[src/rtl/game_pkg.sv]
// game_pkg: shared state encoding, score limits, speed thresholds and saturating helpers for the catch-ball game
package game_pkg;
  typedef enum logic [1:0] {ST_IDLE = 2'd0, ST_PLAY = 2'd1, ST_PAUSE = 2'd2, ST_OVER = 2'd3} game_state_t;
  localparam logic [7:0] SCORE_MAX = 8'd99;
  localparam logic [7:0] LVL1_TH = 8'd10;
  localparam logic [7:0] LVL2_TH = 8'd20;
  localparam logic [7:0] LVL3_TH = 8'd30;
  localparam int SLOT_W = 3;
  function automatic logic [7:0] sat_add(input logic [7:0] a, input logic [1:0] inc, input logic [7:0] max);
    logic [8:0] sum;
    sum = {1'b0, a} + {7'd0, inc};
    return (sum > {1'b0, max}) ? max : sum[7:0];
  endfunction
  function automatic logic [1:0] level_of(input logic [7:0] s);
    return (s >= LVL3_TH) ? 2'd3 : (s >= LVL2_TH) ? 2'd2 : (s >= LVL1_TH) ? 2'd1 : 2'd0;
  endfunction
endpackage

[src/rtl/game_tick_gen.sv]
// game_tick_gen: game tick divider, period TICK_DIV>>level, counting while run, frozen while hold, cleared otherwise
module game_tick_gen #(
  parameter int unsigned TICK_DIV = 5000000
) (
  input  logic       clk,
  input  logic       reset,
  input  logic       run,
  input  logic       hold,
  input  logic [1:0] level,
  output logic       tick
);
  logic [31:0] cnt;
  logic [31:0] term;
  assign term = (32'(TICK_DIV) >> level) - 32'd1;
  // >= so a level increase that shrinks term below cnt still wraps immediately
  assign tick = run && (cnt >= term);
  always_ff @(posedge clk) begin
    if (!reset || !(run || hold)) cnt <= '0;
    else if (run) cnt <= tick ? '0 : cnt + 32'd1;
  end
endmodule

[src/rtl/game_sequencer.sv]
// game_sequencer: catch-ball game FSM, per-tick slot sweep over req/ack, score/miss/high-score/speed tracking
module game_sequencer #(
  parameter int unsigned NUM_SLOTS  = 5,
  parameter int unsigned TICK_DIV   = 5000000,
  parameter int unsigned MISS_LIMIT = 10,
  parameter logic [7:0]  SCORE_MAX  = game_pkg::SCORE_MAX
) (
  input  logic       clk,
  input  logic       reset,
  input  logic       start,
  input  logic       pause_sw,
  output logic       upd_req,
  output logic [2:0] upd_slot,
  input  logic       upd_ack,
  input  logic       upd_caught,
  input  logic       upd_bonus,
  input  logic       upd_missed,
  output logic [1:0] game_state,
  output logic [7:0] score,
  output logic [7:0] high_score,
  output logic [7:0] missed,
  output logic [1:0] speed_level,
  output logic       sweep_done,
  output logic       overrun
);
  import game_pkg::*;
  game_state_t state;
  logic tick, go, ack, last, hit, miss;
  assign game_state = state;
  assign go   = start && (state == ST_IDLE || state == ST_OVER);
  assign ack  = upd_req && upd_ack;
  assign last = upd_slot == SLOT_W'(NUM_SLOTS - 1);
  // a simultaneous caught+missed report counts as a miss
  assign hit  = ack && upd_caught && !upd_missed;
  assign miss = ack && upd_missed;
  game_tick_gen #(.TICK_DIV(TICK_DIV)) u_tick (
    .clk(clk),
    .reset(reset),
    .run(state == ST_PLAY),
    .hold(state == ST_PAUSE),
    .level(speed_level),
    .tick(tick)
  );
  always_ff @(posedge clk) begin
    if (!reset) state <= ST_IDLE;
    else begin
      unique case (state)
        ST_IDLE:  if (start) state <= ST_PLAY;
        ST_PLAY:  if (sweep_done && missed > 8'(MISS_LIMIT)) state <= ST_OVER;
                  else if (pause_sw) state <= ST_PAUSE;
        ST_PAUSE: if (!pause_sw) state <= ST_PLAY;
        ST_OVER:  if (start) state <= ST_PLAY;
      endcase
    end
  end
  always_ff @(posedge clk) begin
    if (!reset) begin
      upd_req     <= 1'b0;
      upd_slot    <= '0;
      sweep_done  <= 1'b0;
      overrun     <= 1'b0;
      score       <= '0;
      high_score  <= '0;
      missed      <= '0;
      speed_level <= '0;
    end else begin
      sweep_done <= ack && last;
      if (ack) begin
        upd_req <= !last;
        if (!last) upd_slot <= upd_slot + 3'd1;
      end else if (tick && !upd_req) begin
        upd_req  <= 1'b1;
        upd_slot <= '0;
      end
      overrun     <= go ? 1'b0 : overrun | (tick & upd_req);
      score       <= go ? '0 : hit ? sat_add(score, upd_bonus ? 2'd2 : 2'd1, SCORE_MAX) : score;
      missed      <= go ? '0 : miss ? sat_add(missed, 2'd1, SCORE_MAX) : missed;
      high_score  <= (score > high_score) ? score : high_score;
      speed_level <= go ? '0 : sweep_done ? level_of(score) : speed_level;
    end
  end
endmodule

[config.mk]
export PLATFORM = sky130hd
export DESIGN_NAME = game_sequencer
export DESIGN_NICKNAME = d
export VERILOG_FILES = /design/src/rtl/game_pkg.sv /design/src/rtl/game_tick_gen.sv /design/src/rtl/game_sequencer.sv
export SDC_FILE = /design/constraint.sdc
export NUM_CORES = 1
export LEC_CHECK = 0
export BUFFER_PORTS_ARGS = -buffer_cell sky130_fd_sc_hd__buf_2
export CORE_AREA = 2 2 169 121
export DETAILED_ROUTE_END_ITERATION = 16
export DIE_AREA = 0 0 171 123
export PLACE_DENSITY_LB_ADDON = 0.05
export SETUP_SLACK_MARGIN = 0.5
export SYNTH_ARGS = -nofsm -noshare
export SYNTH_HDL_FRONTEND = slang
export SYNTH_SLANG_ARGS = --single-unit
[constraint.sdc]
create_clock -name clk -period 8.55 [get_ports clk]
set_input_delay 0.855 -clock clk [delete_from_list [all_inputs] [get_ports clk]]
set_output_delay 0.855 -clock clk [all_outputs]
set_load 0.05 [all_outputs]
==> flow_summary.toml, run 1 <==
[final_layout]
fin_nets = 624
area_growth_pct = 16.0
drive_gt1_frac = 0.131
instances_no_fill = 843

[worst_setup_path]
crit_path_start_kind = "register"
critPathMaxFanout = 27
crit_arrival_ns = 3.90
crit_chain = "inv_1 -> ha_1 -> nor3_1 -> nand3_1 -> xnor2_1 -> nor2_1 -> ha_1 -> nand4_1 -> nor2_1 -> o2111a_1 -> o41ai_4 -> a21oi_2 -> buf_4 -> nor3_1"
required_ns = 8.81
end_kind = "register"
crit_buf_inv = 2
slowest_delay_ns = 0.65
criticalPathCategory = "reg2reg"
slowest_stage = "o41ai_4"
critPathTopFamily = "compound AO/OA/AOI/OAI gates"

[synth]
ys_async_sr_fraction = 0
netlist_instances = 539
ys_seq_elements = 66
ys_warn_count = 0
yosysTopAreaCell = "dfxtp_1"
synth_ff_type = "dfxtp_1"
yosys.area.top_type_share = 0.299
avgSynthCellArea_um2 = 8.19
synthesis.area_um2 = 4410
yosysSeqAreaShare = 0.299
synth_cell_types = 73
synth_edf_count = 0
synth.area.top_cells = "dfxtp_1, ha_1, nand2_1"

[flow_run]
cap_violations = 0

[clock_network]
cts_inserted_buffers = 9
cts_hold_buffers = 0
cts.repair.resized = 0
cts_buffer_depth = 2
cts_tree = "done"
htreeDepth = 3
clkLatencyLatePin_ns = 0.34
clockRootBuffer = "clkbuf_16"
clock-sinks = 66
path_clk_slew_ns = 0.06
post-cts-setup-buffer-count = 0

[die]
core_um2 = 19500
num_io_pins = 42
start_util = 0.227
chipWidth_um = 171
die_h_um = 123
rows = 43
die_area_um2 = 21000

[global_routing]
grt_pass1_wl_mm = 20.2
grt_max_degree = 33
antenna_found_initial = 0
grt_pass1_vias = 3664
overflow = 0
grt_usage = 0.126

[power_and_ir_drop]
power_density_nw_per_um2 = 151
p_leak_uw = 0.00198
ir_worst_vdd_mv = 0.0799
fin_total_pwr_uw = 773

[timing]
worst_hold_slack_ns = 0.475
drv_slew = 0
hold_viol = 0
relSlewSlack = 0.224
fin_tns_setup_ns = 0
rsz0062_at_grt = "false"
worstMarginPinSlew_ns = 1.16
post-route-period-util = 0.426
timing.final.crit_period_ns = 3.64
fmaxAchievable_ghz = 0.275
finalSetupViolations = 0
setup_ws_ns = 4.91
clock_skew_ns = 0.00702

[placed_design]
dp_cells = 828
place_ws_ns = 4.90
place.gp.congestion = 0.719
io_buffer_count = 41
hpwlAfterDp_mm = 9.17

[detailed_routing]
wl_per_cell_um = 14.7
drt_wl_total_mm = 12.4
dr.pass1.iters = 5
first_iter_violations = 190
drc_errors = 0
num_vias = 3867
drt-vias-per-instance = 4.59
drt.antenna.violating_nets = 0

[hold_path]
hp-class = "reg2reg"

[run_status]
outcome = "finished clean"
[cell type report]
type                    count  area (um2)
flip-flops and latches     66        1320
clock buffers              10         239
well taps                 270         338
repair buffers             43         220
clock inverters             4        20.0
fillers                  2153       14400
multi-input cells         413        2840
inverters                  36         135
diodes                      1        2.50
[stage by stage]
step | utilization | cell area, um2
6_report | 0.263 | 5120
5_1_grt | 0.263 | 5110
4_1_cts | 0.263 | 5110
3_5_place_dp | 0.249 | 4850
3_3_place_gp | 0.249 | 4850
2_1_floorplan | - | 4420
[layout by cell type (no fill, tap or decap), types with 4 or more instances in the layout]
master,netlist,routed
inv_1,35,35
buf_2,6,41
a31oi_1,6,6
a21o_1,9,9
nand4_1,15,15
nand3_1,21,21
a21oi_1,32,32
clkbuf_16,0,9
o21ai_0,18,18
dfxtp_1,66,66
a41oi_1,4,4
nor2_1,41,41
and3_1,10,10
nand2_1,60,60
nor3_2,5,5
clkinv_2,0,4
nor3_1,33,33
xnor2_1,24,24
mux2i_1,8,8
and4_1,4,4
xor2_1,5,5
ha_1,46,46
nor2b_1,4,4
[sequential cells by signal, summed over array words and instances, names as in the netlist]
signal and flops:
u_tick.cnt 32, high_score 8, missed 8, score 8, upd_slot 3, game_state 2
speed_level 2, overrun 1, sweep_done 1, upd_req 1
[power by group]
group | internal, uW | switching [uW]
combinational | 26.5 | 83.5
clock | 199 | 145
sequential | 313 | 5.66
total | 538 | 235
[path summary, 6_finish.rpt]
check,from,to,depth (start not counted),slack (ns)
max,speed_level[1],u_tick.cnt[13],14,4.91
min,high_score[4],high_score[4],2,0.47
max reg2reg,speed_level[1],u_tick.cnt[13],14,4.91
min reg2reg,high_score[4],high_score[4],2,0.47
[metal layers]
layer,vias to the layer above,wire (um),track usage
met1,1829,6990,0.188
met3,11,369,0.0314
li1,1984,-,-
met2,43,4900,0.175
met5,-,0,0
met4,0,173,0.0429
[worst min-delay path, cell delays in order (launching register included)]
cell	delay, ns
dfxtp_1	0.32
nand2_1	0.06
mux2i_1	0.05
[synthesized netlist by cell type (2+ instances only)]
master / instances
a211oi_1: 3
nor2_1: 41
nand4b_1: 2
buf_2: 6
o211a_1: 2
a21oi_1: 32
nor3_2: 5
buf_4: 3
xnor2_1: 24
o31ai_1: 2
o21ai_0: 18
nand3_1: 21
or4_1: 2
a21o_1: 9
o21bai_1: 2
o211ai_1: 2
o22ai_1: 2
and4_1: 4
a211o_1: 2
xor2_1: 5
nand3b_1: 2
and3_1: 10
mux2i_1: 8
nand2b_1: 2
a22oi_1: 2
a31oi_1: 6
nor3_1: 33
dfxtp_1: 66
nor4_4: 2
or4_4: 2
nand4_1: 15
nor2b_1: 4
nand2_1: 60
nor4_1: 3
and2_1: 2
inv_1: 35
ha_1: 46
o21a_1: 2
a41oi_1: 4
clkbuf_1: 14
or2_1: 2
[cells by family (layout without fill, tap and decap cells)]
logic type	Yosys count	count (layout)	share of synthesized area
adders and majority gates	48	48	0.137
buffers and inverters	62	93	0.0590
xor gates and xnor gates	29	29	0.0576
other	1	4	0.000850
muxes	8	8	0.0182
and+or+nand+nor	222	222	0.270
AOI/OAI and AO/OA	103	103	0.158
DFF	66	66	0.299
Note: power is estimated with default switching activity, not from simulation.
==> run 2, diff against run 1 <==
clock period = 3.43 ns   (was 8.55 ns; I/O delays follow)
==> run 2 against run 1 <==
Combinational power rose to 2.9 times the previous value. Sequential share of layout area decreased by 2.0 points. Design area is 9.0% higher. Hold slack worse by 0.15 ns. Worst setup slack got worse by 4.4 ns. Global-route usage hardly changed. Sequential cell count is the same. Sequential power rose by 150%. Critical endpoint is now u_tick.cnt[11]. First-iteration DRC count rose by 10%. Via count increased by 3.1%.
==> flow_summary.toml, run 2 (synthesis gave the netlist of run 1 again) <==
[timing]
hold_viol = 0
worst_hold_slack_ns = 0.329
finalSetupViolations = 0
timing.final.crit_period_ns = 2.89
fin_tns_setup_ns = 0
clock_skew_ns = 0.00845
worstMarginPinSlew_ns = 1.00
rsz0062_at_grt = "true"
post-route-period-util = 0.843
fmaxAchievable_ghz = 0.346
drv_slew = 0
relSlewSlack = 0.330

[final_layout]
largest_register_ffs = 32
fin_nets = 643
top_register = "u_tick.cnt"
utilization = 0.286
area_growth_pct = 26.4
layout_commonest_cell = "dfxtp_1"
final_cell_mix = "dfxtp_1, nand2_1, ha_1"
drive_gt1_frac = 0.211

[worst_setup_path]
crit_arrival_ns = 3.09
crit_path_start_kind = "register"
crit_chain = "buf_4 -> ha_2 -> nor3_2 -> nand3_1 -> xnor2_1 -> nor2_1 -> ha_1 -> nand4_1 -> nor2_1 -> o2111a_1 -> o41ai_4 -> a21oi_4 -> clkbuf_16 -> nor3_2"
criticalPathCategory = "reg2reg"
slowest_stage = "a21oi_4"
required_ns = 3.63
critPathMaxFanout = 7
end_kind = "register"
slowest_delay_ns = 0.39

[power_and_ir_drop]
power_density_nw_per_um2 = 389
ir_worst_vdd_mv = 0.256
p_leak_uw = 0.00215
fin_total_pwr_uw = 2170

[global_routing]
antenna_found_initial = 0
grt_max_degree = 33
grt_usage = 0.127
grt_pass1_vias = 3662
overflow = 0
grt_util_met3 = 0.0294
grt.busiest_layer = "met1"
use_met2 = 0.180
grt_pass1_wl_mm = 20.3
gr-usage-met1 = 0.188

[clock_network]
cts_inserted_buffers = 9
path_clk_slew_ns = 0.06
clock-sinks = 66
clkLatencyLatePin_ns = 0.34
cts_tree = "done"
clockRootBuffer = "clkbuf_16"
cts_buffer_depth = 2
htreeDepth = 3

[detailed_routing]
wl_per_cell_um = 15.1
dr.pass1.iters = 4
drc_errors = 0
drt_wl_total_mm = 13.1
num_vias = 3987
first_iter_violations = 209
drt-vias-per-instance = 4.61
drt.antenna.violating_nets = 0

[die]
die_area_um2 = 21000
rows = 43
num_io_pins = 42
die_h_um = 123
chipWidth_um = 171
core_um2 = 19500
start_util = 0.227

[run_status]
outcome = "finished clean"

[hold_path]
hp-class = "in2reg"

[placed_design]
place.gp.congestion = 0.782
io_buffer_count = 41
hpwlAfterDp_mm = 9.27

[flow_run]
cap_violations = 0
[run 2: cell types whose count changed in the layout (fill, tap and decap cells not counted), sizes merged]
cell | previous run | this run
clkbuf | 10 | 14
clkinvlp | 0 | 1
bufinv | 0 | 2
buf | 43 | 60
clkinv | 5 | 2
[run 2: metal layers]
layer | wire, um | share of wire | vias to the layer above
met3 | 423 | 0.032 | 11
met2 | 5310 | 0.41 | 49
met4 | 137 | 0.010 | 0
met1 | 7210 | 0.55 | 1893
li1 | - | - | 2034
met5 | 0 | 0 | -
[run 2: cell type report]
class / count / area, um2
Clock buffer: 12 / 267
Timing Repair Buffer: 62 / 414
Fill cell: 2116 / 13900
Tap cell: 270 / 338
Multi-Input combinational cell: 413 / 3010
Clock inverter: 4 / 72.6
Inverter: 36 / 143
Sequential cell: 66 / 1330
Antenna cell: 1 / 2.50
[run 2: repair_timing]
action / CTS / global route
hold buffers: 0 / 0
setup buffers: 0 / 10
pin swaps: 0 / 30
gates cloned: 0 / 3
gates resized for setup: 2 / 33
setup endpoints to repair: 27 / 34
[run 2: final timing paths]
path	startpoint	to	depth (start not counted)	slack (ns)
worst max-delay path	speed_level[1]	u_tick.cnt[11]	14	0.54
worst min register to register	high_score[1]	high_score[1]	2	0.47
worst min-delay path	pause_sw	game_state[0]	4	0.33
worst max register to register	speed_level[1]	u_tick.cnt[11]	14	0.54
[run 2: critical path: cells and delay by family, from the launching register on]
family	cells	cell delay [ns]
AO/OA/AOI/OAI	3	0.74
XOR/XNOR	1	0.16
adder cells (fa/ha/maj)	2	0.49
buffers and inverters	2	0.41
flip-flops	1	0.37
AND/OR/NAND/NOR	6	0.56
[run 2: through the flow]
stage / cells / setup WS (ns) / area (um2)
floorplan: 541 / 0.511 / 4450
global placement: 834 / 0.572 / 4920
detailed placement: 834 / 0.434 / 4920
CTS: 850 / 0.520 / 5270
global route: 863 / 0.400 / 5570
finish: 864 / 0.540 / 5580
[run 2: where the power goes]
group | leakage [uW] | switching (uW) | internal (uW)
sequential | 0.000533 | 14.0 | 779
combinational | 0.00146 | 242 | 74.5
clock | 0.000165 | 365 | 695
==> run 3, diff against run 2 <==
clock period = 2.5 ns   (was 3.43 ns; I/O delays follow)
==> run 3 against run 2 <==
The run now ends with setup timing left. Count of clock-buffer cells in the layout decreased by 3. Wire length increased by 1.2%. Clock skew down 0.0033 ns. Die area unchanged. Power up 29%. Critical path depth up 1. Maximum frequency rose by 5.9%. Worst setup slack got worse by 0.77 ns. Hold slack worse by 0.088 ns. Global-route usage increased by 0.51 points. Cell count rose by 2.8%. First-iteration DRC count is 22% higher.
==> flow_summary.toml, run 3 (synthesis gave the netlist of run 1 again) <==
[run_status]
outcome = "complete, but fails checks"
violations = "setup timing"

[die]
start_util = 0.227
die_area_um2 = 21000
chipWidth_um = 171
core_um2 = 19500
num_io_pins = 42
die_h_um = 123
rows = 43

[timing]
hold_viol = 0
post-route-period-util = 1.09
timing.final.crit_period_ns = 2.73
rsz0062_at_grt = "true"
worstMarginPinSlew_ns = 0.553
fin_tns_setup_ns = -6.62
finalSetupViolations = 37
clock_skew_ns = 0.00510
setup_ws_ns = -0.228
relSlewSlack = 0.632
drv_slew = 0
fmaxAchievable_ghz = 0.367
worst_hold_slack_ns = 0.241

[final_layout]
drive_gt1_frac = 0.298
largest_register_ffs = 32
layout_commonest_cell = "nand2_1"
multi_input_area_um2 = 3080
fill_cells = 2126
antenna_cells = 0
fin_nets = 668
top_register = "u_tick.cnt"
register_area_um2 = 1370
area_growth_pct = 32.0
final_cell_mix = "nand2_1, dfxtp_1, ha_1"

[clock_network]
path_clk_slew_ns = 0.06
clock-sinks = 66
htreeDepth = 3
clockRootBuffer = "clkbuf_16"
cts_tree = "done"
cts_inserted_buffers = 9
cts_hold_buffers = 0
clkLatencyLatePin_ns = 0.34
cts_buffer_depth = 2

[global_routing]
use_met2 = 0.178
gr-usage-met1 = 0.204
grt_util_met3 = 0.0320
antenna_found_initial = 0
grt_max_degree = 33
grt_usage = 0.132
grt.busiest_layer = "met1"
grt_pass1_wl_mm = 21.2
grt_pass1_vias = 3826
overflow = 0

[worst_setup_path]
crit_buf_inv = 3
criticalPathCategory = "reg2reg"
required_ns = 2.76
crit_path_start_kind = "register"
cp.depth = 15
crit_arrival_ns = 2.99
critPathMaxFanout = 13
slowest_delay_ns = 0.38
crit_top_cell = "nor2_1"
end_kind = "register"
critPathTopFamily = "compound AO/OA/AOI/OAI gates"
r2r_cells = 15
crit_chain = "inv_4 -> ha_4 -> nor3_2 -> nand3_1 -> xnor2_1 -> nor2_1 -> ha_1 -> nand4_1 -> nor2_1 -> o2111a_1 -> o41ai_4 -> a21oi_2 -> buf_6 -> buf_12 -> nor3_1"
slowest_stage = "o41ai_4"

[detailed_routing]
first_iter_violations = 255
num_vias = 4016
dr.pass1.iters = 4
drt_wl_total_mm = 13.2
drc_errors = 0
drt-vias-per-instance = 4.52
drt.antenna.violating_nets = 0
wl_per_cell_um = 14.9

[placed_design]
place.gp.congestion = 0.799
io_buffer_count = 41
hpwlAfterDp_mm = 9.79

[flow_run]
cap_violations = 0

[hold_path]
hp-class = "in2reg"
min_path_cells = 4

[power_and_ir_drop]
power_density_nw_per_um2 = 482
fin_total_pwr_uw = 2810
ir_worst_vdd_mv = 0.245
p_leak_uw = 0.00225
[run 3: cell count changes in the layout (fill, tap and decap cells not counted), moves of 4 or more]
cell     before  now
buf_4        17   36
dfxtp_1      64   47
dfxtp_2       0   11
a21oi_2       1   10
a21oi_1      31   23
dfxtp_4       2    8
buf_6         1    5
nand3_1      21   17
nor3_4        5    1
[run 3: routing by layer]
metal,vias up,wire length (um),part of all wire
li1,2075,-,-
met4,0,143,0.011
met2,64,5080,0.38
met1,1868,7550,0.57
met3,9,474,0.036
met5,-,0,0
[run 3: metrics by stage]
stage | worst slack, ns | instances | util | area (um2)
floorplan | -0.395 | 541 | - | 4540
global placement | -0.234 | 861 | 0.268 | 5210
detailed placement | -0.282 | 861 | 0.268 | 5210
CTS | -0.233 | 884 | 0.292 | 5680
global route | -0.384 | 888 | 0.299 | 5830
finish | -0.228 | 888 | 0.299 | 5830
[run 3: where the power goes]
group	switching, uW	internal, uW
Sequential	15.6	1060
Clock	515	760
Combinational	336	117
Total	866	1940
[run 3: repair_timing]
item,CTS,global route
gates cloned,0,1
pin swaps,23,7
endpoints found under the setup margin,43,56
setup buffers,7,3
resized for setup,32,22
endpoints found under the hold margin,0,0
[run 3: final timing paths]
check	startpoint	end	slack (ns)
max	speed_level[0]	u_tick.cnt[6]	-0.23
min	pause_sw	game_state[0]	0.24
min reg2reg	high_score[3]	high_score[3]	0.47
max reg2reg	speed_level[0]	u_tick.cnt[6]	-0.23
[run 3: final cells by class]
| cell class | instances | area share |
|---|---|---|
| clock inverter | 7 | 0.0103 |
| tap | 270 | 0.0580 |
| multi-input combinational | 413 | 0.529 |
| clock buffer | 9 | 0.0387 |
| sequential | 66 | 0.234 |
| inverter | 36 | 0.0241 |
| timing repair buffer | 87 | 0.106 |
[run 3: worst min-delay path: stages]
cell and delay [ns]:
buf_2 0.11, nand2_1 0.05, a22oi_1 0.05, nor2_1 0.08
